`src/rtl/pcie2fifo.sv`:
```
// PCIe RX AXI-stream to FIFO writer: admits whole TLPs when the FIFO has room
// for a maximum-length packet and discards the others, counting both outcomes.
module pcie2fifo #(
  parameter int C_DATA_WIDTH = 64,
  parameter int KEEP_WIDTH   = C_DATA_WIDTH/8,
  parameter int TUSER_WIDTH  = 22,
  parameter int DIN_WIDTH    = 2+KEEP_WIDTH+C_DATA_WIDTH+TUSER_WIDTH
) (
  input  logic                    pcie_clk,
  input  logic                    pcie_rst_n,
  input  logic                    pcie_tvalid,
  output logic                    pcie_tready,
  input  logic                    pcie_tlast,
  input  logic [KEEP_WIDTH-1:0]   pcie_tkeep,
  input  logic [C_DATA_WIDTH-1:0] pcie_tdata,
  input  logic [TUSER_WIDTH-1:0]  pcie_tuser,
  input  logic                    rx_enable,
  output logic                    wr_en,
  output logic [DIN_WIDTH-1:0]    din,
  input  logic                    full,
  input  logic                    prog_full,
  output logic [7:0]              tlp_pktcount,
  output logic [15:0]             drop_count
);

  localparam logic [1:0] IDLE  = 2'd0;
  localparam logic [1:0] WRITE = 2'd1;
  localparam logic [1:0] DROP  = 2'd2;

  logic [1:0] state, state_next;
  logic       beat_accepted;
  logic       write_ok;

  // Dropped beats are sunk regardless of FIFO occupancy.
  assign pcie_tready   = (state == DROP) ? 1'b1 : !full;
  assign beat_accepted = pcie_tvalid && pcie_tready;

  // Admission is decided only at SOP; once inside a TLP the decision sticks.
  always_comb begin
    write_ok = 1'b0;
    case (state)
      IDLE:    write_ok = rx_enable && !prog_full;
      WRITE:   write_ok = 1'b1;
      default: write_ok = 1'b0;
    endcase
  end

  assign wr_en = pcie_rst_n && beat_accepted && write_ok;
  assign din   = wr_en ? {1'b1, pcie_tlast, pcie_tkeep, pcie_tdata, pcie_tuser}
                       : '0;

  always_comb begin
    state_next = state;
    case (state)
      IDLE:  if (beat_accepted && !pcie_tlast) state_next = write_ok ? WRITE : DROP;
      WRITE: if (beat_accepted && pcie_tlast)  state_next = IDLE;
      DROP:  if (beat_accepted && pcie_tlast)  state_next = IDLE;
      default: state_next = IDLE;
    endcase
  end

  // The packet count moves only on the final written beat, so readers see whole TLPs.
  always_ff @(posedge pcie_clk or negedge pcie_rst_n) begin
    if (!pcie_rst_n) begin
      state        <= IDLE;
      tlp_pktcount <= 8'h00;
      drop_count   <= 16'h0000;
    end else begin
      state <= state_next;
      if (wr_en && pcie_tlast)
        tlp_pktcount <= tlp_pktcount + 8'd1;
      if (state == IDLE && beat_accepted && !write_ok && drop_count != 16'hFFFF)
        drop_count <= drop_count + 16'd1;
    end
  end

endmodule
```
`config.mk`:
```
export PLATFORM = sky130hd
export DESIGN_NAME = pcie2fifo
export DESIGN_NICKNAME = d
export VERILOG_FILES = /design/src/rtl/pcie2fifo.sv
export SDC_FILE = /design/constraint.sdc
export NUM_CORES = 1
export LEC_CHECK = 0
export ABC_AREA = 1
export CAP_MARGIN = 20
export CORE_UTILIZATION = 29
export CTS_BUF_LIST = sky130_fd_sc_hd__clkbuf_4 sky130_fd_sc_hd__clkbuf_8
export DETAILED_ROUTE_END_ITERATION = 12
export PLACE_DENSITY = 0.81
export RECOVER_POWER = 100
export SETUP_SLACK_MARGIN = 0.1
export SKIP_CTS_REPAIR_TIMING = 1
export SYNTH_ARGS = -nofsm -noshare
export SYNTH_HDL_FRONTEND = slang
export SYNTH_SLANG_ARGS = --single-unit
export TNS_END_PERCENT = 10
```
`constraint.sdc`:
```
create_clock -name pcie_clk -period 1.75 [get_ports pcie_clk]
set_input_delay 0.175 -clock pcie_clk [delete_from_list [all_inputs] [get_ports pcie_clk]]
set_output_delay 0.175 -clock pcie_clk [all_outputs]
set_load 0.01 [all_outputs]
```
==> metrics.yaml <==
status: "complete, but fails checks"
failed_checks: "setup timing"
max-slew-margin-rel_pct: 57.7
grt_pass1_wl_um: 15000
drt_wl_total_um: 10300
crit_type: "flip-flop to output pin"
fmax_mhz: 507
required_ps: 1570
synth_seq_cells: 26
synth_top_family_by_area: "simple AND/OR/NAND/NOR gates"
fin_hold_ws_ps: 477
numCtsBuffers: 3
syn_area_per_cell_um2: 5.67
grt.overflow.total: 0
leakagePower_nw: 2.81
dp_slack_ps: -450
antenna_found_initial: 2
synth_flop_cell: "dfrtp_1"
finalNetCount: 771
setup_slack_ps: -222
clock-sinks: 26
ys_warn_count: 0
critPathArrivalTime_ps: 1800
cp_slowest_cell: "dfrtp_1"
seq_area_frac_synth_pct: 26.4
worst-path-buf-inv: 4
dp.cells: 764
grt_use_met3_pct: 5.10
totalPowerFinal_w: 0.00293
cts-root-buf: "clkbuf_8"
cap_violations: 0
core_mm2: 0.00822
first_global_vias: 3001
hold_violations: 0
crit_fanout: 24
netlist_instances: 435
post_drt_wl_per_cell_um: 13.4
worstSkewPairLatency_ps: 270
layout_commonest_cell: "clkdlybuf4s50_1"
fin_worst_skew_ps: 3.44
crit_path_start_kind: "flip-flop"
synth_xor_area_share_pct: 3.91
synth_fa_ha_area_share_pct: 3.04
track_usage_pct: 22.0
netlist_area_mm2: 0.00247
io_buffers: 222
multiInputGateArea_mm2: 0.00134
slew_violations: 0
synth_nets: 542
gp_congestion: 0.915
io_pins: 223
dr.pass1.iters: 4
drc: 0
h-tree-depth: 1
rsz0062_at_grt: "yes"
synth.mux.area_fraction_pct: 0
area_delta_synth_final_pct: 87.3
final-seq-area_um2: 656
synthArstFlopShare_pct: 100
vias: 3310
drt_iter0_markers: 82
top_usage_layer: "met2"
fin_crit_ps: 1970
via_per_inst: 4.30
dieArea_mm2: 0.00888
period_share_pct: 113
met2_usage_pct: 39.6
power_per_cell_area_mw_per_mm2: 635
std_cell_rows: 33
cp_top_family: "buffers and inverters"
ir_worst_vdd_mv: 0.661
clk_path_buf_depth: 2
ant_nets: 0
fin_tns_setup_ps: -16620
worstSetupEndpointType: "output pin"
setup_violations: 97
hpwl_um: 8730
fill_cells: 834
cts_tree: "yes"
met1_usage_pct: 25.2
instances_no_fill: 770
synth-compound-area-share_pct: 2.69
drive_gt1_share_pct: 23.5
layout_common_cells: "clkdlybuf4s50_1, inv_1, nand2_1"
crit_path_frequent_cell: "nand2_2"
path_cells: "inv_2 -> ha_2 -> nand2_2 -> inv_1 -> nand2_2 -> nand2_2 -> nand2_4 -> buf_12 -> nor2_1 -> buf_2"
min_path_type: "primary input to asynchronous set/reset pin"
clk_pin_slew_worst_paths_ps: 90
synthDistinctLibCells: 22
synth_simple_gate_area_share_pct: 40.5
tightest_slew_ps: 635
cp_slowest_stage_delay_ps: 410
die_w_um: 94.2
start_util_pct: 30.0
grt_max_degree: 33
die_h_um: 94.2
synth-edff-count: 0
==> kinds of logic after synthesis <==
group | count (synthesis)
XOR/XNOR | 11
flip-flops | 26
adder cells (fa/ha/maj) | 6
AO/OA/AOI/OAI | 11
buffers and inverters | 135
AND/OR/NAND/NOR | 246
==> path summary, 6_finish.rpt <==
path / startpoint / end / slack (ps) / cells after the start
min in group pcie_clk: tlp_pktcount[1] / tlp_pktcount[1] / 540 / 2
max reg2reg: state[1] / tlp_pktcount[1] / 0 / 13
max in group asynchronous: pcie_rst_n / drop_count[0] / 830 / 2
min reg2reg: tlp_pktcount[1] / tlp_pktcount[1] / 540 / 2
min: pcie_rst_n / tlp_pktcount[5] / 480 / 2
max: state[1] / din[39] / -220 / 10
==> Yosys cell counts (4+ instances only) <==
library cell    n  share of area (%)
nand3_1        10                2.0
xnor2_1         4                1.4
o21ai_0         6                1.2
nand4_1         5                1.3
buf_2           4               0.81
inv_1         119                 18
buf_6           8                3.7
o21ai_1         4               0.81
nand2_1       111                 17
nor2_1        110                 17
xor2_1          7                2.5
dfrtp_1        26                 26
ha_1            6                3.0
==> cell type report <==
| cell class | instances | area share (%) |
|---|---|---|
| inverters | 121 | 9.89 |
| diodes | 2 | 0.108 |
| well taps | 105 | 2.84 |
| flip-flops and latches | 26 | 14.2 |
| clock inverters | 1 | 0.650 |
| multi-input cells | 274 | 28.9 |
| repair buffers | 238 | 42.5 |
| clock buffers | 3 | 0.894 |
==> metrics by stage <==
stage / util (%) / area [um^2]
after CTS: 60.1 / 4940
after detailed placement: 59.2 / 4860
after floorplan: - / 2480
after global routing: 56.2 / 4620
final: 56.2 / 4620
after global placement: 59.2 / 4860
==> layer usage <==
metal | wire length (um) | share of wire, %
met2 | 5060 | 49
met5 | 0 | 0
met1 | 4060 | 39
met4 | 291 | 2.8
met3 | 882 | 8.6
==> where the power goes <==
| group | leakage [nW] | switching [W] | internal [W] | total (W) |
|---|---|---|---|---|
| Clock | 0.0357 | 0.000190 | 0.000306 | 0.000496 |
| Combinational | 2.44 | 0.000750 | 0.000806 | 0.00156 |
| Sequential | 0.340 | 0.000152 | 0.000727 | 0.000879 |
==> worst register-to-register path: stages, from the launching register on <==
cell     delay (ps)
dfrtp_1         410
inv_2            90
ha_2            190
nand2_2          60
inv_1            60
nand2_2          60
nand2_2          90
nand2_4         100
buf_4           160
nor2_4          100
buf_8           150
inv_1            70
nand2_1          60
nand2_1          50
==> flip-flops by register name, summed over array words and instances (netlist names) <==
signal,flops
state,2
tlp_pktcount,8
drop_count,16
Power figures use the tool's default switching activity.
